`config.mk`:
```
export PLATFORM = sky130hd
export DESIGN_NAME = fir_out_decim
export DESIGN_NICKNAME = d
export VERILOG_FILES = /design/src/rtl/fir_out_decim.sv
export SDC_FILE = /design/constraint.sdc
export NUM_CORES = 1
export LEC_CHECK = 0
export CAP_MARGIN = 20
export CORE_AREA = 2 2 77 79
export DETAILED_ROUTE_END_ITERATION = 8
export DIE_AREA = 0 0 79 81
export HOLD_SLACK_MARGIN = 0.06
export PLACE_DENSITY = 0.78
export RECOVER_POWER = 100
export SLEW_MARGIN = 20
export SYNTH_ARGS = -nofsm -noshare
export SYNTH_HDL_FRONTEND = slang
export SYNTH_SLANG_ARGS = --single-unit
export TNS_END_PERCENT = 30
```
`constraint.sdc`:
```
create_clock -name clk -period 3.42 [get_ports clk]
set_clock_uncertainty 0.1 [all_clocks]
set_input_delay 0.684 -clock clk [delete_from_list [all_inputs] [get_ports clk]]
set_output_delay 0.684 -clock clk [all_outputs]
set_load 0.02 [all_outputs]
```
`src/rtl/fir_out_decim.sv`:
```
// Output stage of a FIR filter: decimate, round/saturate to W_O bits,
// and buffer the samples in a small FIFO with sticky saturation/overflow status.
module fir_out_decim #(
  parameter int W_Y   = 10,
  parameter int W_O   = 8,
  parameter int SHIFT = 2,
  parameter int D     = 2,
  parameter int DEPTH = 4
) (
  input  logic                       clk,
  input  logic                       rst,
  input  logic signed [W_Y-1:0]      y,
  input  logic                       y_valid,
  output logic signed [W_O-1:0]      m_data,
  output logic                       m_valid,
  input  logic                       m_ready,
  output logic [$clog2(DEPTH):0]     count,
  output logic                       sat_flag,
  output logic                       ovf_flag,
  output logic [7:0]                 drop_cnt,
  input  logic                       clr_flags
);

  localparam int PW = (D > 1) ? $clog2(D) : 1;
  localparam int AW = (DEPTH > 1) ? $clog2(DEPTH) : 1;
  localparam int CW = $clog2(DEPTH) + 1;

  localparam logic signed [W_Y:0] O_MAX = (W_Y+1)'((2**(W_O-1)) - 1);
  localparam logic signed [W_Y:0] O_MIN = (W_Y+1)'(-(2**(W_O-1)));

  logic [PW-1:0]         phase_q, phase_d;
  logic                  stg_vld_q, stg_vld_d;
  logic signed [W_O-1:0] stg_data_q, stg_data_d;
  logic [AW-1:0]         wr_ptr_q, wr_ptr_d;
  logic [AW-1:0]         rd_ptr_q, rd_ptr_d;
  logic [CW-1:0]         count_q, count_d;
  logic                  sat_q, sat_d;
  logic                  ovf_q, ovf_d;
  logic [7:0]            drop_q, drop_d;

  logic signed [W_O-1:0] mem [DEPTH];

  logic                  accept;
  logic signed [W_Y:0]   y_ext;
  logic signed [W_Y:0]   r;
  logic signed [W_O-1:0] r_clamped;
  logic                  clip;
  logic                  full;
  logic                  pop;
  logic                  wr_ok;
  logic                  drop;

  assign accept = y_valid && (phase_q == '0);
  assign y_ext  = {y[W_Y-1], y};

  // Round half up: add half an output LSB, then arithmetic shift (one guard bit absorbs the carry).
  if (SHIFT > 0) begin : g_round
    localparam logic signed [W_Y:0] HALF = (W_Y+1)'(2**(SHIFT-1));
    logic signed [W_Y:0] sum;
    assign sum = y_ext + HALF;
    assign r   = sum >>> SHIFT;
  end else begin : g_no_round
    assign r = y_ext;
  end

  always_comb begin
    r_clamped = r[W_O-1:0];
    clip      = 1'b0;
    if (r > O_MAX) begin
      r_clamped = O_MAX[W_O-1:0];
      clip      = 1'b1;
    end else if (r < O_MIN) begin
      r_clamped = O_MIN[W_O-1:0];
      clip      = 1'b1;
    end
  end

  assign m_valid = (count_q != '0);
  assign full    = (count_q == CW'(DEPTH));
  assign pop     = m_valid && m_ready;
  // A pop on the same edge frees the slot, so a write into a full FIFO still lands.
  assign wr_ok   = stg_vld_q && (!full || pop);
  assign drop    = stg_vld_q && full && !pop;

  always_comb begin
    phase_d    = phase_q;
    stg_vld_d  = accept;
    stg_data_d = stg_data_q;
    wr_ptr_d   = wr_ptr_q;
    rd_ptr_d   = rd_ptr_q;
    count_d    = count_q;
    sat_d      = (sat_q && !clr_flags) || (accept && clip);
    ovf_d      = (ovf_q && !clr_flags) || drop;
    drop_d     = clr_flags ? 8'd0 : drop_q;

    if (y_valid) begin
      phase_d = (phase_q == PW'(D - 1)) ? '0 : phase_q + 1'b1;
    end
    if (accept) begin
      stg_data_d = r_clamped;
    end
    if (wr_ok) begin
      wr_ptr_d = (wr_ptr_q == AW'(DEPTH - 1)) ? '0 : wr_ptr_q + 1'b1;
    end
    if (pop) begin
      rd_ptr_d = (rd_ptr_q == AW'(DEPTH - 1)) ? '0 : rd_ptr_q + 1'b1;
    end
    case ({wr_ok, pop})
      2'b10:   count_d = count_q + 1'b1;
      2'b01:   count_d = count_q - 1'b1;
      default: count_d = count_q;
    endcase
    if (drop && (drop_d != 8'hFF)) begin
      drop_d = drop_d + 8'd1;
    end
  end

  always_ff @(posedge clk or posedge rst) begin
    if (rst) begin
      phase_q    <= '0;
      stg_vld_q  <= 1'b0;
      stg_data_q <= '0;
      wr_ptr_q   <= '0;
      rd_ptr_q   <= '0;
      count_q    <= '0;
      sat_q      <= 1'b0;
      ovf_q      <= 1'b0;
      drop_q     <= 8'd0;
    end else begin
      phase_q    <= phase_d;
      stg_vld_q  <= stg_vld_d;
      stg_data_q <= stg_data_d;
      wr_ptr_q   <= wr_ptr_d;
      rd_ptr_q   <= rd_ptr_d;
      count_q    <= count_d;
      sat_q      <= sat_d;
      ovf_q      <= ovf_d;
      drop_q     <= drop_d;
    end
  end

  always_ff @(posedge clk) begin
    if (wr_ok) begin
      mem[wr_ptr_q] <= stg_data_q;
    end
  end

  // Gate the head so the output reads 0 whenever the FIFO is empty, including in reset.
  assign m_data   = m_valid ? mem[rd_ptr_q] : '0;
  assign count    = count_q;
  assign sat_flag = sat_q;
  assign ovf_flag = ovf_q;
  assign drop_cnt = drop_q;

endmodule

```
==> results.py, run 1 <==
metrics = {
    "cts": {
        "clock_path_buffers": 2,
        "numClockSinks": 59,
        "clk_latency_ns": 0.32,
        "ctsResizeCount": 0,
        "cts_tree": "yes",
        "cts-htree-levels": 3,
        "post-cts-setup-buffer-count": 0,
        "hold_buffers": 0,
        "clk_pin_slew_ns": 0.06,
        "root_buffer": "clkbuf_8",
        "numCtsBuffers": 9,
    },
    "power_and_ir_drop": {
        "switching_share": 0.3226,
        "vdd_ir_drop_max_mv": 0.3630,
        "clkPwrFrac": 0.204,
        "comb_power_share": 0.324,
        "p_int_uw": 1625,
        "switching_power_uw": 773.9,
        "power_density_nw_per_um2": 730.1,
        "pwr-share-seq": 0.472,
        "p_leak_uw": 0.001303,
    },
    "floorplanning": {
        "ios": 37,
        "rows": 28,
        "initial_utilization": 0.4813,
        "core_um2": 5675,
        "dieArea_um2": 6399,
        "fp.dieH_um": 81,
        "die_x_um": 79,
    },
    "routing": {
        "routed_wl_um": 4331,
        "firstDrtPassIters": 4,
        "drt_iter0_drc": 72,
        "final_antenna_net_count": 0,
        "vias_per_cell": 5.000,
        "num_vias": 1645,
        "wl_per_cell_um": 13.16,
        "drc_errors": 0,
    },
    "placement": {
        "post-dp-hpwl_um": 3050,
        "place_congestion": 0.8232,
        "io_buffers": 35,
    },
    "yosys": {
        "synth.area.top_cells": "edfxtp_1, dfrtp_1, mux4_2",
        "yosys-top-cells-count": "edfxtp_1, dfrtp_1, and2_1",
        "synth_largest_area_cell": "edfxtp_1",
        "syn_inst": 209,
        "synth.top_cell.area_share": 0.3518,
        "ys_types": 35,
        "yosys_warnings": 0,
        "synth-seq-area-share": 0.5992,
        "avgSynthCellArea_um2": 13.07,
        "synth.most_common_cell": "edfxtp_1",
        "synth-main-ff-cell": "edfxtp_1",
        "synth_edf_count": 32,
        "ys_ff_latch": 59,
        "async_flop_share": 0.4576,
        "syn_nets": 233,
        "syn_area_um2": 2731,
    },
    "global_route": {
        "grt_max_degree": 28,
        "antenna_found_initial": 0,
        "grt_pass1_vias": 1548,
        "groute.usage.overall": 0.1543,
        "grt-ovfl-total": 0,
        "grt_pass1_wl_um": 7189,
    },
    "sta": {
        "setup_violations": 0,
        "timing.fmax_ghz": 0.3117,
        "worst_hold_slack_ns": 0.3624,
        "finalSetupTns_ns": 0,
        "hold_viol_final": 0,
        "finalMaxSlewViolations": 0,
        "period_share": 0.9380,
        "maxSlewHeadroom": 0.03644,
        "min_period_ns": 3.208,
        "rsz0062_at_grt": "no",
        "tightest_slew_ns": 1.445,
    },
    "job": {
        "maxCapViolations": 0,
    },
    "critical_path": {
        "end_kind": "output port",
        "setup.worst_path.class": "register to output port",
        "crit_path_start_kind": "register",
        "required_ns": 2.64,
        "worstPathArrival_ns": 2.42,
        "path_max_fanout": 11,
    },
    "worst_hold_path": {
        "min_path_type": "register to register",
    },
    "layout": {
        "nets": 274,
        "nFillCells": 494,
        "area_growth_syn_to_layout_pct": 20.29,
        "antenna_cells": 0,
        "drive_gt1_frac": 0.09449,
    },
    "run_status": {
        "status": "complete, no violations",
    },
}
## through the flow
| stage | setup WS, ns | total power (µW) | util | cells | cell area (µm²) |
|---|---|---|---|---|---|
| floorplan | 0.9055 | 1661 | - | 209 | 2731 |
| global placement | 0.4236 | 1945 | 0.5560 | 314 | 3156 |
| detailed placement | 0.3758 | 1978 | 0.5560 | 314 | 3156 |
| CTS | 0.2621 | 2475 | 0.5825 | 329 | 3306 |
| global route | 0.07583 | 2572 | 0.5789 | 329 | 3286 |
| finish | 0.2119 | 2399 | 0.5789 | 329 | 3286 |
## state kept, by name (all words and copies together), names as in the netlist
name / flops
sat_flag: 1
mem: 32
phase_q: 1
drop_cnt: 8
ovf_flag: 1
wr_ptr_q: 2
count: 3
stg_data_q: 8
stg_vld_q: 1
rd_ptr_q: 2
## critical path: stages, from the launching register on
cell	delay, ns
dfrtp_1	0.73
mux4_2	0.56
and2_1	0.16
dlygate4sd3_1	0.64
## cells by family after synthesis
kind of cell | share of synthesized area
AND/OR/NAND/NOR | 0.1585
flip-flops | 0.5992
AO/OA/AOI/OAI | 0.04260
buffers and inverters | 0.02519
multiplexers | 0.08887
XOR/XNOR | 0.04169
adder cells (fa/ha/maj) | 0.04398
## power by group through the flow
stage	Sequential, µW	Combinational (µW)	Clock (µW)
6_report	1130	777	489
5_1_grt	1160	867	539
4_1_cts	1150	821	508
3_5_place_dp	1160	819	0
3_3_place_gp	1140	802	0
2_1_floorplan	1100	566	0
## routing by layer
| metal | routed length [µm] | GRT usage |
|---|---|---|
| met5 | 0 | 0 |
| met4 | 84 | 0.08793 |
| met2 | 2064 | 0.2492 |
| met1 | 1987 | 0.1827 |
| met3 | 194 | 0.05111 |
## cells in the final DEF, fill, tap and decap left out, types with 3 or more instances in the layout
| cell type | count |
|---|---|
| dlygate4sd3_1 | 23 |
| and2_1 | 11 |
| clkbuf_1 | 3 |
| ha_1 | 8 |
| or3_1 | 3 |
| and3_1 | 4 |
| mux2i_1 | 4 |
| nand2b_1 | 6 |
| clkinv_2 | 3 |
| xnor2_1 | 5 |
| edfxtp_1 | 32 |
| mux4_2 | 8 |
| clkdlybuf4s50_1 | 12 |
| nand3_1 | 6 |
| dfrtp_1 | 27 |
| o21ai_0 | 8 |
| a31oi_1 | 3 |
| a21oi_1 | 7 |
| and2_0 | 4 |
| xor2_1 | 8 |
| nor3_1 | 3 |
| nand2_1 | 13 |
| clkbuf_8 | 9 |
| nor2_1 | 14 |
| inv_1 | 10 |
| nand4_1 | 4 |
## layout make-up
cell class	count	area (µm²)	area share
Clock buffer	11	131.4	0.03998
Clock inverter	4	18.77	0.005712
Inverter	11	41.29	0.01257
Multi-Input combinational cell	133	1010	0.3073
Sequential cell	59	1637	0.4981
Tap cell	75	93.84	0.02856
Timing Repair Buffer	36	354.1	0.1078
## worst paths after layout
kind | startpoint | endpoint | slack [ns] | cells past startpoint
setup / recovery | rd_ptr_q[0] | m_data[6] | 0.21 | 3
max in group asynchronous | rst | stg_data_q[5] | 1.18 | 3
min in group asynchronous | rst | sat_flag | 1.19 | 3
hold / removal | phase_q | phase_q | 0.36 | 1
hold reg to reg | phase_q | phase_q | 0.36 | 1
setup reg to reg | count[0] | count[2] | 0.72 | 9
Note: power is estimated with default switching activity, not from simulation.
==> run 2, diff against run 1 <==
ABC_CLOCK_PERIOD_IN_PS = 3420   (was default)
CELL_PAD_IN_SITES_DETAIL_PLACEMENT = 1   (was default)
CELL_PAD_IN_SITES_GLOBAL_PLACEMENT = 2   (was default)
CORE_AREA = 2 2 86 88   (was 2 2 77 79)
DIE_AREA = 0 0 88 90   (was 0 0 79 81)
PLACE_DENSITY = 0.87   (was 0.78)
==> results.py, run 2 (synthesis gave the netlist of run 1 again) <==
metrics = {
    "routing": {
        "routed_wl_um": 5127,
        "drc_errors": 0,
        "drt_iter0_drc": 39,
        "num_vias": 1702,
        "firstDrtPassIters": 4,
        "final_antenna_net_count": 0,
        "wl_per_cell_um": 14.44,
        "vias_per_cell": 4.794,
    },
    "sta": {
        "maxSlewHeadroom": -0.01378,
        "min_period_ns": 3.201,
        "finalMaxSlewViolations": 28,
        "setup_violations": 0,
        "period_share": 0.9360,
        "worst_hold_slack_ns": 0.3527,
        "rsz0062_at_grt": "no",
        "tightest_slew_ns": 1.521,
        "hold_viol_final": 0,
        "finalSetupTns_ns": 0,
        "timing.fmax_ghz": 0.3124,
    },
    "cts": {
        "numCtsBuffers": 9,
        "clock_path_buffers": 2,
        "ctsResizeCount": 0,
        "post-cts-setup-buffer-count": 0,
        "cts_tree": "yes",
        "hold_buffers": 0,
        "clk_latency_ns": 0.34,
        "root_buffer": "clkbuf_8",
        "numClockSinks": 59,
        "clk_pin_slew_ns": 0.07,
        "cts-htree-levels": 3,
    },
    "worst_hold_path": {
        "min_path_type": "register to register",
    },
    "critical_path": {
        "required_ns": 2.64,
        "path_cells": "mux4_2, and2_1, dlygate4sd3_1",
        "crit_path_start_kind": "register",
        "cpPeakStageDelay_ns": 0.72,
        "end_kind": "output port",
        "path_max_fanout": 11,
        "worstPathArrival_ns": 2.42,
        "critPathSlowestCell": "dfrtp_1",
        "crit_family": "flip-flops",
        "path_buf_inv": 1,
        "setup.worst_path.class": "register to output port",
    },
    "floorplanning": {
        "rows": 31,
        "dieArea_um2": 7920,
        "die_x_um": 88,
        "fp.dieH_um": 90,
        "initial_utilization": 0.3891,
        "ios": 37,
        "core_um2": 7020,
    },
    "layout": {
        "antenna_cells": 0,
        "final_cells": 355,
        "final_cell_mix": "edfxtp_1, dfrtp_1, dlygate4sd3_1",
        "final_common_cell": "edfxtp_1",
        "largest_register_ffs": 32,
        "nets": 275,
        "regMostFlops": "mem",
        "area_growth_syn_to_layout_pct": 23.22,
        "drive_gt1_frac": 0.1055,
    },
    "global_route": {
        "antenna_found_initial": 0,
        "grt-ovfl-total": 0,
        "grt_pass1_wl_um": 8804,
        "grt_pass1_vias": 1800,
        "groute.usage.overall": 0.1487,
        "grt_max_degree": 28,
    },
    "placement": {
        "place_congestion": 0.8409,
        "io_buffers": 35,
        "placed_cells": 339,
        "post-dp-hpwl_um": 3706,
    },
    "run_status": {
        "status": "complete, but fails checks",
        "failed_checks": "capacitance limit, slew limit",
    },
    "job": {
        "maxCapViolations": 1,
    },
    "power_and_ir_drop": {
        "p_leak_uw": 0.001317,
        "power_density_nw_per_um2": 758.9,
        "p_total_uw": 2554,
        "vdd_ir_drop_max_mv": 0.2215,
    },
}
run 2: metrics by stage:
stage	setup WS [ns]	util	cell area, µm²
floorplan	0.9055	-	2731
global placement	0.3896	0.4548	3193
detailed placement	0.3682	0.4548	3193
CTS	0.2202	0.4823	3386
global route	0.06926	0.4794	3366
finish	0.2188	0.4794	3366
run 2: worst paths after layout:
check / start / to / slack (ns) / depth (start not counted)
setup / recovery: rd_ptr_q[0] / m_data[5] / 0.22 / 3
hold / removal: phase_q / phase_q / 0.35 / 1
setup reg to reg: count[0] / count[2] / 0.77 / 9
hold reg to reg: phase_q / phase_q / 0.35 / 1
max in group asynchronous: rst / stg_data_q[5] / 1.13 / 3
min in group asynchronous: rst / phase_q / 1.20 / 3
run 2: power by group:
| group | total [µW] | switching [µW] | internal, µW |
|---|---|---|---|
| sequential | 1140 | 170 | 968 |
| clock | 613 | 282 | 332 |
| combinational | 802 | 391 | 411 |
run 2: area by class of cell:
type	instances	area, µm²
fillers	749	3655
clock inverters	7	68.82
multi-input cells	133	1010
repair buffers	37	361.6
clock buffers	9	123.9
inverters	11	41.29
well taps	99	123.9
flip-flops and latches	59	1637
run 2: metal layers:
layer  up-vias  part of all wire  track usage
li1        830                 -            -
met1       826              0.45       0.1880
met2        38              0.49       0.2298
met3         8             0.037      0.04775
met4         0             0.020      0.06923
met5         -                 0            0
